$ cat config.mk
export PLATFORM = sky130hd
export DESIGN_NAME = frame_read_arbiter_flat
export DESIGN_NICKNAME = d
export VERILOG_FILES = /design/src/rtl/qr_pkg.sv /design/src/rtl/frame_read_arbiter_if.sv /design/src/rtl/tag_pipe.sv /design/src/rtl/frame_read_arbiter.sv /design/src/flat_wrapper.sv
export SDC_FILE = /design/constraint.sdc
export NUM_CORES = 1
export LEC_CHECK = 0
export ABC_AREA = 1
export BUFFER_PORTS_ARGS = -buffer_cell sky130_fd_sc_hd__buf_2
export CORE_MARGIN = 3
export CORE_UTILIZATION = 45
export DETAILED_ROUTE_END_ITERATION = 6
export GPL_TIMING_DRIVEN = 0
export PLACE_DENSITY_LB_ADDON = 0.15
export SYNTH_ARGS = -nofsm -noshare
export SYNTH_HDL_FRONTEND = slang
export SYNTH_SLANG_ARGS = --single-unit
$ cat constraint.sdc
create_clock -name clk_in -period 2.3 [get_ports clk_in]
set_input_delay 0.23 -clock clk_in [delete_from_list [all_inputs] [get_ports clk_in]]
set_output_delay 0.23 -clock clk_in [all_outputs]
set_load 0.005 [all_outputs]
$ cat src/rtl/qr_pkg.sv
// Shared frame-buffer read path definitions: geometry, read latency and requester IDs.
// The arbiter and its tag delay line both build on these.
package qr_pkg;

  localparam int ADDR_W       = 20;
  localparam int DATA_W       = 1;
  localparam int READ_LATENCY = 2;
  localparam int NUM_REQ      = 2;

  typedef enum logic {
    REQ_DOWNSAMPLE = 1'b0,
    REQ_FINDER     = 1'b1
  } req_id_e;

  function automatic logic [NUM_REQ-1:0] id_onehot(input req_id_e id);
    return (id == REQ_FINDER) ? 2'b10 : 2'b01;
  endfunction

endpackage

$ cat src/rtl/frame_read_arbiter_if.sv
// Bundle between the two frame-buffer readers, the frame writer hold line and the BRAM read port.
// Handshake: req_in[i] is the valid, gnt_out[i] the accept; a read transfers in a cycle where both
// are high, and rvalid_out[i] returns its data exactly READ_LATENCY cycles later.
interface frame_read_arbiter_if #(
  parameter int ADDR_W = qr_pkg::ADDR_W,
  parameter int DATA_W = qr_pkg::DATA_W
);
  import qr_pkg::*;

  logic [NUM_REQ-1:0] req_in;
  logic [ADDR_W-1:0]  addr0_in;
  logic [ADDR_W-1:0]  addr1_in;
  logic               hold_in;
  logic [NUM_REQ-1:0] gnt_out;
  logic [ADDR_W-1:0]  bram_addr_out;
  logic [DATA_W-1:0]  bram_data_in;
  logic [NUM_REQ-1:0] rvalid_out;
  logic [DATA_W-1:0]  rdata_out;
  logic               busy_out;
  logic               dbg_ptr_out;

  modport slave (
    input  req_in, addr0_in, addr1_in, hold_in, bram_data_in,
    output gnt_out, bram_addr_out, rvalid_out, rdata_out, busy_out, dbg_ptr_out
  );

  modport master (
    output req_in, addr0_in, addr1_in, hold_in, bram_data_in,
    input  gnt_out, bram_addr_out, rvalid_out, rdata_out, busy_out, dbg_ptr_out
  );

endinterface

$ cat src/rtl/tag_pipe.sv
// Fixed-depth delay line of (valid, requester ID) tags that tracks reads in flight
// through the BRAM so returned data can be steered to the requester that issued it.
module tag_pipe #(
  parameter int DEPTH = qr_pkg::READ_LATENCY
) (
  input  logic           clk_in,
  input  logic           rst_n_in,
  input  logic           push_valid_in,
  input  qr_pkg::req_id_e push_id_in,
  output logic           pop_valid_out,
  output qr_pkg::req_id_e pop_id_out,
  output logic           busy_out
);
  import qr_pkg::*;

  logic [DEPTH-1:0] valid_q;
  req_id_e          id_q [DEPTH];

  always_ff @(posedge clk_in or negedge rst_n_in) begin
    if (!rst_n_in) begin
      valid_q <= '0;
      for (int i = 0; i < DEPTH; i++) id_q[i] <= REQ_DOWNSAMPLE;
    end else begin
      valid_q[0] <= push_valid_in;
      id_q[0]    <= push_id_in;
      for (int i = 1; i < DEPTH; i++) begin
        valid_q[i] <= valid_q[i-1];
        id_q[i]    <= id_q[i-1];
      end
    end
  end

  assign pop_valid_out = valid_q[DEPTH-1];
  assign pop_id_out    = id_q[DEPTH-1];
  assign busy_out      = |valid_q;

endmodule

$ cat src/rtl/frame_read_arbiter.sv
// Round-robin arbiter sharing one frame-buffer read port between the downsampler and the
// finder scanner; the frame writer can stall new grants via hold_in without losing returns.
module frame_read_arbiter #(
  parameter int ADDR_W       = qr_pkg::ADDR_W,
  parameter int DATA_W       = qr_pkg::DATA_W,
  parameter int READ_LATENCY = qr_pkg::READ_LATENCY
) (
  input  logic               clk_in,
  input  logic               rst_n_in,
  frame_read_arbiter_if.slave bus
);
  import qr_pkg::*;

  req_id_e            ptr_q;
  logic [ADDR_W-1:0]  addr_q;
  logic [NUM_REQ-1:0] gnt;
  logic               grant_any;
  req_id_e            grant_id;
  logic [ADDR_W-1:0]  addr_sel;
  logic               pop_valid;
  req_id_e            pop_id;
  logic               pipe_busy;
  logic [DATA_W-1:0]  rdata_w;

  // Grant is purely combinational so a lone request is served in the cycle it appears.
  always_comb begin
    gnt = '0;
    if (rst_n_in && !bus.hold_in) begin
      case (bus.req_in)
        2'b01:   gnt = 2'b01;
        2'b10:   gnt = 2'b10;
        2'b11:   gnt = (ptr_q == REQ_FINDER) ? 2'b10 : 2'b01;
        default: gnt = 2'b00;
      endcase
    end
  end

  assign grant_any = |gnt;
  assign grant_id  = gnt[1] ? REQ_FINDER : REQ_DOWNSAMPLE;
  assign addr_sel  = gnt[1] ? bus.addr1_in : bus.addr0_in;

  // ptr_q names the requester that wins a tie; it flips away from whoever was just served.
  always_ff @(posedge clk_in or negedge rst_n_in) begin
    if (!rst_n_in) begin
      ptr_q  <= REQ_DOWNSAMPLE;
      addr_q <= '0;
    end else if (grant_any) begin
      ptr_q  <= (grant_id == REQ_FINDER) ? REQ_DOWNSAMPLE : REQ_FINDER;
      addr_q <= addr_sel;
    end
  end

  tag_pipe #(
    .DEPTH (READ_LATENCY)
  ) u_tag_pipe (
    .clk_in        (clk_in),
    .rst_n_in      (rst_n_in),
    .push_valid_in (grant_any),
    .push_id_in    (grant_id),
    .pop_valid_out (pop_valid),
    .pop_id_out    (pop_id),
    .busy_out      (pipe_busy)
  );

  assign rdata_w = bus.bram_data_in;

  assign bus.gnt_out       = gnt;
  assign bus.bram_addr_out = grant_any ? addr_sel : addr_q;
  assign bus.rvalid_out    = pop_valid ? id_onehot(pop_id) : '0;
  assign bus.rdata_out     = rdata_w;
  assign bus.busy_out      = pipe_busy;
  assign bus.dbg_ptr_out   = ptr_q;

endmodule

$ cat src/flat_wrapper.sv
// flat-port wrapper written by rule: the top's interface ports become plain ports
module frame_read_arbiter_flat import qr_pkg::*;
#(
  parameter int ADDR_W       = qr_pkg::ADDR_W,
  parameter int DATA_W       = qr_pkg::DATA_W,
  parameter int READ_LATENCY = qr_pkg::READ_LATENCY
)
  (clk_in, rst_n_in, bus_req_in, bus_addr0_in, bus_addr1_in, bus_hold_in, bus_bram_data_in, bus_gnt_out, bus_bram_addr_out, bus_rvalid_out, bus_rdata_out, bus_busy_out, bus_dbg_ptr_out);
  frame_read_arbiter_if #(.ADDR_W(ADDR_W), .DATA_W(DATA_W)) bus_i ();
  input  logic clk_in;
  input  logic rst_n_in;
  input wire logic [$bits(bus_i.req_in)-1:0] bus_req_in;
  input wire logic [$bits(bus_i.addr0_in)-1:0] bus_addr0_in;
  input wire logic [$bits(bus_i.addr1_in)-1:0] bus_addr1_in;
  input wire logic [$bits(bus_i.hold_in)-1:0] bus_hold_in;
  input wire logic [$bits(bus_i.bram_data_in)-1:0] bus_bram_data_in;
  output wire logic [$bits(bus_i.gnt_out)-1:0] bus_gnt_out;
  output wire logic [$bits(bus_i.bram_addr_out)-1:0] bus_bram_addr_out;
  output wire logic [$bits(bus_i.rvalid_out)-1:0] bus_rvalid_out;
  output wire logic [$bits(bus_i.rdata_out)-1:0] bus_rdata_out;
  output wire logic [$bits(bus_i.busy_out)-1:0] bus_busy_out;
  output wire logic [$bits(bus_i.dbg_ptr_out)-1:0] bus_dbg_ptr_out;
  assign bus_i.req_in = bus_req_in;
  assign bus_i.addr0_in = bus_addr0_in;
  assign bus_i.addr1_in = bus_addr1_in;
  assign bus_i.hold_in = bus_hold_in;
  assign bus_i.bram_data_in = bus_bram_data_in;
  assign bus_gnt_out = bus_i.gnt_out;
  assign bus_bram_addr_out = bus_i.bram_addr_out;
  assign bus_rvalid_out = bus_i.rvalid_out;
  assign bus_rdata_out = bus_i.rdata_out;
  assign bus_busy_out = bus_i.busy_out;
  assign bus_dbg_ptr_out = bus_i.dbg_ptr_out;
  frame_read_arbiter #(.ADDR_W(ADDR_W), .DATA_W(DATA_W), .READ_LATENCY(READ_LATENCY)) u_core (.clk_in(clk_in), .rst_n_in(rst_n_in), .bus(bus_i));
endmodule
==> results.md, run 1 <==
* Status: finished clean
* Register area share after synthesis at 44.8%
* Most frequent cell after synthesis: nand2_1
* EDFF count, synth at 0
* PwrDens at 547 nW/um^2
* Min Tclk post-route at 1.99 ns
* Final period util at 86.7%
* Synth top area share at 44.8%
* Unrepaired setup endpoints after global routing: no
* Skew final at 0.00680 ns
* CTS tree: done
* Final ANT Viol Nets at 0
* Clk slew on worst S/H paths at 0.13 ns
* Worst-path fanout max at 10
* Clock tree buffer depth at 2
* Final hold vios at 0
* Tot Pwr at 0.00101 W
* Synth area leaders: dfrtp_1, nand2_1, inv_1
* IO Pins at 73
* FMAX at 502 MHz
* Post-CTS setup buffers at 0
* LEAKAGE at 1.22 nW
* Hold_buf cts at 2
* Via count at 1476
* Yosys top cell by area: dfrtp_1
* Gp weighted congestion at 0.759
* Synth Flop Type: dfrtp_1
* Post-synthesis register bit count at 25
* Post-DR vias/cell at 4.87
* Die Height at 61.7 microns
* Initial Util at 48.9%
* Reg2reg setup slack at 1.11 ns
* Total gr overflow at 0
* Area growth, synth to finish at 32.4%
* Wire per inst at 11.4 microns
* Final setup vio count at 0
* Antenna cells at 0
* Pre-antenna DRT Iters at 4
* First-pass GRT wire length at 5410 microns
* Hold_ws at 0.205 ns
* Async set-or-reset flop fraction in the synthesized netlist at 100%
* Synthesis Warnings at 0
* Type of the worst min-delay path: input pin to register
* Die Width at 61.7 microns
* Worst skew pair latency at 0.32 ns
* Residual DRC at 0
* Kind of critical path: input pin to primary output
* Syn Nets at 241
* Peak VDD IR at 0.000413 V
* Total GRT Usage at 19.5%
* Vias in the first global route at 1243
* DP Cell Count at 297
* TNS Setup at 0 ns
* Number of fill cells at 289
* Max H-tree Level at 1
* Layout Cells excl Fill at 303
* Largest net degree at the start of global routing at 26
* PortBufs at 71
* Core Area at 2850 sq um
* Mapped cell area at 1400 sq um
* Worst setup EP type: primary output
* Max Cap Viol at 0
* Layout cells sized above 1 at 35.3%
* Mapped Cells at 195
* Post-synth top cells: nand2_1, inv_1, dfrtp_1, nand3_1, nand4_1
* Worst-margin pin slew at 0.208 ns
* Yosys cell types at 14
* Max Slew Vio Count at 0
* Die ar. at 3800 sq um
* Post-cts sizing count at 0
* 1st-iter DRT viols at 64
* Rel. slew slack at 86.2%
* Clock sink count at 25
* Worst EP arrival at 1.76 ns
* Final nets at 319
* Req. time, crit path at 2.07 ns
* Initial antenna violation count at 0
* CP Launch Type: input pin
* Mapped Avg Cell Area at 7.15 sq um
* Root buf cell: clkbuf_4
* Final WL at 3450 microns
* Post-DP HPWL at 2540 microns
* Rows at 19
* Cts bufs inserted at 3
[layer usage]
| layer | global-route usage [%] | vias up | routed length (microns) |
|---|---|---|---|
| met5 | 0 | - | 0 |
| met4 | 4.85 | 0 | 13 |
| met3 | 5.87 | 2 | 272 |
| met2 | 30.2 | 56 | 1640 |
| met1 | 26.7 | 671 | 1520 |
| li1 | - | 747 | - |
[sequential cells by signal, summed over array words and instances, names as in the netlist]
register / count
u_core.bus.dbg_ptr_out: 1
u_core.u_tag_pipe.id_q: 1
u_core.u_tag_pipe.valid_q: 2
u_core.addr_q: 20
u_core.u_tag_pipe.pop_id_out: 1
[worst paths after layout]
kind                                                 to                       from  cells after the start
setup / recovery                   bus_bram_addr_out[9]                   rst_n_in                     10
hold reg to reg            u_core.u_tag_pipe.pop_id_out  u_core.u_tag_pipe.id_q[1]                      0
min in group asynchronous              u_core.addr_q[5]                   rst_n_in                      3
max in group asynchronous             u_core.addr_q[18]                   rst_n_in                      3
setup reg to reg                       u_core.addr_q[2]     u_core.bus.dbg_ptr_out                      7
hold / removal                   u_core.bus.dbg_ptr_out              bus_req_in[0]                      3
[per-stage QoR]
stage / setup WS (ns) / utilization, % / instance area (sq um)
detailed placement: 0.381 / 62.7 / 1790
floorplan: 1.11 / - / 1400
finish: 0.306 / 64.7 / 1850
global route: 0.150 / 64.7 / 1850
global placement: 0.391 / 62.7 / 1790
CTS: 0.301 / 64.7 / 1850
[cells in the final DEF, fill, tap and decap left out]
cell,count
clkbuf_4,3
nor2_1,1
a21oi_1,2
nor2_4,1
buf_12,1
dlygate4sd3_1,1
inv_1,44
nand2_1,63
inv_2,2
nand3_1,20
buf_2,79
o21ai_2,1
nand3_2,1
dfrtp_1,25
nand4_1,20
clkinv_2,1
or2_2,1
buf_4,6
[critical path, stage by stage]
cell and delay [ns]:
dlygate4sd3_1 0.52, buf_2 0.16, inv_1 0.08, nor2_4 0.14, nand3_2 0.10, buf_2 0.20
nand2_1 0.08, nand3_1 0.06, nand2_1 0.07, buf_2 0.12
[cell families (layout without fill, tap and decap cells)]
family / count (synthesis) / count (layout) / synth area share (%)
and+or+nand+nor: 107 / 107 / 35.3
buffers and inverters: 60 / 137 / 18.5
DFF: 25 / 25 / 44.8
AOI/OAI and AO/OA: 3 / 3 / 1.35
[report_power, final]
part / switching, W / internal [W]
clock: 0.000129 / 0.0000651
sequential: 0.0000179 / 0.000502
combinational: 0.000162 / 0.000134
total: 0.000309 / 0.000701
[area by class of cell]
type | count | area, sq um | area share, %
Clock buffer | 3 | 22.5 | 1.22
Multi-Input combinational cell | 110 | 512 | 27.7
Timing Repair Buffer | 73 | 385 | 20.9
Clock inverter | 1 | 5.00 | 0.271
Buffer | 14 | 85.1 | 4.61
Tap cell | 31 | 38.8 | 2.10
Sequential cell | 25 | 626 | 33.9
Inverter | 46 | 173 | 9.35
Power figures use the tool's default switching activity.
==> run 2: changes to the inputs <==
--- a/config.mk
+++ b/config.mk
@@ -12,6 +12,7 @@
 export DETAILED_ROUTE_END_ITERATION = 6
 export GPL_TIMING_DRIVEN = 0
 export PLACE_DENSITY_LB_ADDON = 0.15
+export REMOVE_ABC_BUFFERS = 1
 export SYNTH_ARGS = -nofsm -noshare
 export SYNTH_HDL_FRONTEND = slang
 export SYNTH_SLANG_ARGS = --single-unit
==> run 2 against run 1 <==
Worst setup slack worse by 0.10 ns; utilization down 2.9 points; global-route usage down 0.67 points; die area unchanged; final cell count down 5.0%; first-iteration DRC count down 1.6%; register-to-register slack worse by 0.31 ns; worst hold slack better by 0.017 ns; critical path type is now register to primary output; largest cell class unchanged; largest power group unchanged.
==> results.md, run 2 (synthesis results as in run 1) <==
* Max FFs per register at 20
* Most used cell, CP: nand2_1
* Worst path slowest cell: dfrtp_1
* Status: finished clean
* Pre-antenna DRT Iters at 5
* Layout cells sized above 1 at 31.5%
* Type of the worst min-delay path: input pin to register
* Final ANT Viol Nets at 0
* Commonest non-fill, non-tap cells in the layout: buf_2, nand2_1, inv_1
* CTS tree: done
* Layout Cells excl Fill at 288
* Kind of critical path: register to primary output
* DP Cell Count at 282
* Reg with most FFs: u_core.addr_q
* Worst-path fanout max at 21
* Max Cap Viol at 0
* Worst EP arrival at 1.87 ns
* Final setup vio count at 0
* Clock tree buffer depth at 2
* Largest regs: u_core.addr_q (20), u_core.u_tag_pipe.valid_q (2)
* 1st-iter DRT viols at 63
* Hold path start: bus_addr0_in[11]
* Wire per inst at 11.6 microns
* Final WS setup at 0.204 ns
* Final period util at 91.1%
* Total GRT Usage at 18.8%
* Post-CTS setup buffers at 0
* Reg2reg setup slack at 0.80 ns
* Cts bufs inserted at 3
* Largest net degree at the start of global routing at 26
* Die Height at 61.7 microns
* Post-DR vias/cell at 4.82
* R2r worst-path depth at 6
* Worst Hold Path Cells at 5
* Gp weighted congestion at 0.655
* Post-DP HPWL at 2140 microns
* CP Launch Type: register
* Worst Hold Path EP: u_core.addr_q[11]
* FMAX at 477 MHz
* Rel. slew slack at 28.7%
* Worst R2R End: u_core.addr_q[16]
* Root buf cell: clkbuf_4
* Peak VDD IR at 0.000280 V
* Min Tclk post-route at 2.10 ns
* CP Cell Sequence: inv_1, nand2_2, nand3_4, nand2_1, nand3_1, nand2_1, buf_2
* Worst-margin pin slew at 1.07 ns
* Reg2reg start: u_core.bus.dbg_ptr_out
* Die ar. at 3800 sq um
* Most common cell after layout, fill and taps aside: buf_2
* Final hold vios at 0
* Initial Util at 48.9%
* Rows at 19
* Worst setup EP type: primary output
* Clock sink count at 25
* CP delay by family, top: simple AND/OR/NAND/NOR gates
* Req. time, crit path at 2.07 ns
* Skew final at 0.00528 ns
* Max H-tree Level at 1
* Antenna cells at 0
* LEAKAGE at 1.15 nW
* Initial antenna violation count at 0
* PwrDens at 563 nW/um^2
* Max incr delay on CP at 0.39 ns
* IO Pins at 73
* Clk slew on worst S/H paths at 0.13 ns
* Vias in the first global route at 1182
* Max Slew Vio Count at 0
* Hold_ws at 0.222 ns
* PortBufs at 70
* Worst skew pair latency at 0.31 ns
* Area growth, synth to finish at 26.5%
* Residual DRC at 0
* Via count at 1389
* Die Width at 61.7 microns
* Crit path depth at 7
* CP bufs+invs at 2
* Final nets at 304
* Unrepaired setup endpoints after global routing: no
* Post-Place Worst Slack at -0.447 ns
* Core Area at 2850 sq um
* First-pass GRT wire length at 5310 microns
* Final WL at 3330 microns
* Total gr overflow at 0
[run 2: worst max-delay path by stage]
stage	from	end	slack (ns)
floorplan	u_core.bus.dbg_ptr_out	bus_bram_addr_out[0]	0.64
global placement	rst_n_in	bus_bram_addr_out[16]	-0.44
detailed placement	rst_n_in	bus_bram_addr_out[9]	-0.45
CTS	u_core.bus.dbg_ptr_out	bus_bram_addr_out[16]	0.19
global route	u_core.bus.dbg_ptr_out	bus_bram_addr_out[13]	0.01
finish	u_core.bus.dbg_ptr_out	bus_bram_addr_out[16]	0.20
[run 2: what timing repair did]
action / in CTS / in global routing
hold endpoints to repair: 25 / 0
endpoints found under the setup margin: 21 / 0
hold buffers: 1 / 0
gates resized for setup: 5 / 0
[run 2: per-stage QoR]
| step | area [sq um] | TNS [ns] | util [%] | total power, W |
|---|---|---|---|---|
| finish | 1760 | 0 | 61.8 | 0.000993 |
| global route | 1760 | 0 | 61.8 | 0.00106 |
| CTS | 1760 | 0 | 61.8 | 0.00100 |
| detailed placement | 1700 | -11.95 | 59.6 | 0.000804 |
| global placement | 1700 | -11.86 | 59.6 | 0.000801 |
| floorplan | 1310 | 0 | - | 0.000661 |
[run 2: layout make-up]
type	instances	area [sq um]
timing repair buffer	71	363
inverter	46	175
sequential	25	626
tap	31	38.8
fill	291	1090
multi-input combinational	111	536
clock buffer	4	26.3
[run 2: report_power, final]
group | switching, W | total (W) | internal [W]
registers | 0.0000182 | 0.000520 | 0.000502
clock network | 0.000122 | 0.000190 | 0.0000678
logic | 0.000164 | 0.000283 | 0.000119
[run 2: worst min-delay path, stage by stage]
cell,delay [ns]
buf_2,0.07
inv_1,0.03
nand2_1,0.05
nand3_1,0.06
nand2_1,0.07
[run 2: per-layer routing]
| metal | global-route usage [%] | wire (microns) | share of wire (%) |
|---|---|---|---|
| met1 | 27.2 | 1510 | 45 |
| met2 | 28.8 | 1510 | 45 |
| met3 | 3.35 | 290 | 8.7 |
| met4 | 5.45 | 22 | 0.66 |
| met5 | 0 | 0 | 0 |
==> run 3: changes to the inputs <==
--- a/config.mk
+++ b/config.mk
@@ -9,6 +9,7 @@
 export BUFFER_PORTS_ARGS = -buffer_cell sky130_fd_sc_hd__buf_2
 export CORE_MARGIN = 3
 export CORE_UTILIZATION = 45
+export CTS_CLUSTER_DIAMETER = 50
 export DETAILED_ROUTE_END_ITERATION = 6
 export GPL_TIMING_DRIVEN = 0
 export PLACE_DENSITY_LB_ADDON = 0.15
==> constraint.sdc (replaced) <==
create_clock -name clk_in -period 2.4 [get_ports clk_in]
set_input_delay 0.24 -clock clk_in [delete_from_list [all_inputs] [get_ports clk_in]]
set_output_delay 0.24 -clock clk_in [all_outputs]
set_load 0.005 [all_outputs]
==> run 3 against run 2 <==
Sequential share of layout area is 0.15 points higher; wire length up 0.42%; register-to-register slack improved by 0.09 ns; total power down 4.1%; worst setup slack gained 0.051 ns; critical path type is now input pin to primary output; die area stayed put; flip-flop and latch count unchanged; clock power decreased by 3%; sequential power shrank 4.0%; first-iteration DRC count is 22% lower; clock skew grew 0.00058 ns.
==> results.md, run 3 (synthesis results as in run 1) <==
* Largest net degree at the start of global routing at 26
* Final period util at 89.4%
* Logic pwr share at 28.3%
* Post-DR vias/cell at 4.69
* Die ar. at 3800 sq um
* Final hold vios at 0
* Residual DRC at 0
* Max Slew Vio Count at 0
* Skew final at 0.00586 ns
* Root buf cell: clkbuf_4
* Rows at 19
* Final nets at 304
* Layout cells sized above 1 at 31.5%
* Initial antenna violation count at 0
* Final ANT Viol Nets at 0
* Post-CTS setup buffers at 0
* Total GRT Usage at 18.7%
* IO Pins at 73
* First-pass GRT wire length at 5290 microns
* CP Launch Type: input pin
* Worst path slowest cell: o21ai_2
* Max FFs per register at 20
* CP Cell Sequence: buf_2, o21ai_2, inv_4, nand3_1, nand2_1, buf_2
* Most common cell after layout, fill and taps aside: buf_2
* FMAX at 466 MHz
* Seq pwr share at 52.4%
* Worst EP arrival at 1.91 ns
* CTS tree: done
* Gp weighted congestion at 0.655
* Peak VDD IR at 0.000269 V
* Clk slew on worst S/H paths at 0.12 ns
* Worst-margin pin slew at 1.07 ns
* Final core occ at 61.6%
* Reg with most FFs: u_core.addr_q
* Max H-tree Level at 1
* Worst skew pair latency at 0.31 ns
* Area growth, synth to finish at 25.9%
* Req. time, crit path at 2.16 ns
* Post-DP HPWL at 2140 microns
* Internal at 0.000660 W
* PortBufs at 70
* Max Cap Viol at 0
* Initial Util at 48.9%
* CP delay by family, top: compound AO/OA/AOI/OAI gates
* Pre-antenna DRT Iters at 5
* Most used cell, CP: buf_2
* Kind of critical path: input pin to primary output
* Worst-path fanout max at 23
* Final WL at 3350 microns
* Status: finished clean
* Sw Share at 30.7%
* Core Area at 2850 sq um
* Clock power share at 19.3%
* Clock tree buffer depth at 2
* Die Height at 61.7 microns
* Net Switching at 0.000293 W
* Vias in the first global route at 1176
* Clock sink count at 25
* Via count at 1351
* CP bufs+invs at 3
* Largest regs: u_core.addr_q (20), u_core.u_tag_pipe.valid_q (2)
* Min Tclk post-route at 2.15 ns
* Final setup vio count at 0
* Hold_ws at 0.224 ns
* Cts bufs inserted at 3
* Die Width at 61.7 microns
* PwrDens at 542 nW/um^2
* Antenna cells at 0
* 1st-iter DRT viols at 49
* Total gr overflow at 0
* Wire per inst at 11.6 microns
* Commonest non-fill, non-tap cells in the layout: buf_2, nand2_1, inv_1
* Type of the worst min-delay path: input pin to register
* Unrepaired setup endpoints after global routing: no
* Max incr delay on CP at 0.78 ns
* Worst setup EP type: primary output
* Rel. slew slack at 28.7%
* LEAKAGE at 1.15 nW
==> run 3: metal layers <==
| metal | vias to the layer above | routed length (microns) | GRT usage (%) |
|---|---|---|---|
| met1 | 569 | 1550 | 26.4 |
| met4 | 0 | 25 | 5.45 |
| met2 | 55 | 1490 | 29.4 |
| met3 | 4 | 287 | 3.35 |
| met5 | - | 0 | 0 |
| li1 | 723 | - | - |
==> run 3: per-stage QoR <==
stage                     setup TNS (ns)  std cells  setup WS [ns]  area [sq um]  total power [W]
after CTS                              0        288          0.247          1760         0.000960
after floorplan                        0        181          0.728          1310         0.000633
final                                  0        288          0.255          1760         0.000952
after detailed placement           -8.46        282         -0.367          1700         0.000770
after global routing                   0        288         0.0848          1760          0.00101
after global placement             -8.36        282         -0.360          1700         0.000767
==> run 3: timing repair <==
item,CTS,global route
hold endpoints to repair,25,0
hold buffers,1,0
gates resized for setup,4,0
setup endpoints to repair,21,0
==> run 3: tightest hold or removal path: cells and delay by family <==
family	cells	cell delay, ns
AOI/OAI and AO/OA	1	0.07
and+or+nand+nor	1	0.08
buffers and inverters	1	0.12
==> run 3: power by group through the flow <==
| stage | sequential [W] | combinational (W) | clock, W |
|---|---|---|---|
| 2_1_floorplan | 0.000504 | 0.000129 | 0 |
| 3_3_place_gp | 0.000505 | 0.000262 | 0 |
| 3_5_place_dp | 0.000506 | 0.000264 | 0 |
| 4_1_cts | 0.000499 | 0.000273 | 0.000189 |
| 5_1_grt | 0.000505 | 0.000311 | 0.000198 |
| 6_report | 0.000499 | 0.000269 | 0.000184 |
==> run 3: worst paths after layout <==
| check | start | end | slack [ns] | depth (start not counted) |
|---|---|---|---|---|
| max | bus_req_in[1] | bus_bram_addr_out[9] | 0.25 | 6 |
| min | bus_req_in[0] | u_core.bus.dbg_ptr_out | 0.22 | 3 |
| max reg2reg | u_core.bus.dbg_ptr_out | u_core.addr_q[16] | 0.89 | 6 |
| min reg2reg | u_core.u_tag_pipe.id_q[1] | u_core.u_tag_pipe.pop_id_out | 0.36 | 0 |
| max in group asynchronous | rst_n_in | u_core.addr_q[12] | 1.09 | 2 |
| min in group asynchronous | rst_n_in | u_core.addr_q[8] | 0.67 | 2 |
==> run 3: area by class of cell <==
class	instances	area, sq um
timing repair buffer	71	363
clock buffer	4	26.3
multi-input combinational	111	528
fill	291	1100
inverter	46	175
sequential	25	626
tap	31	38.8
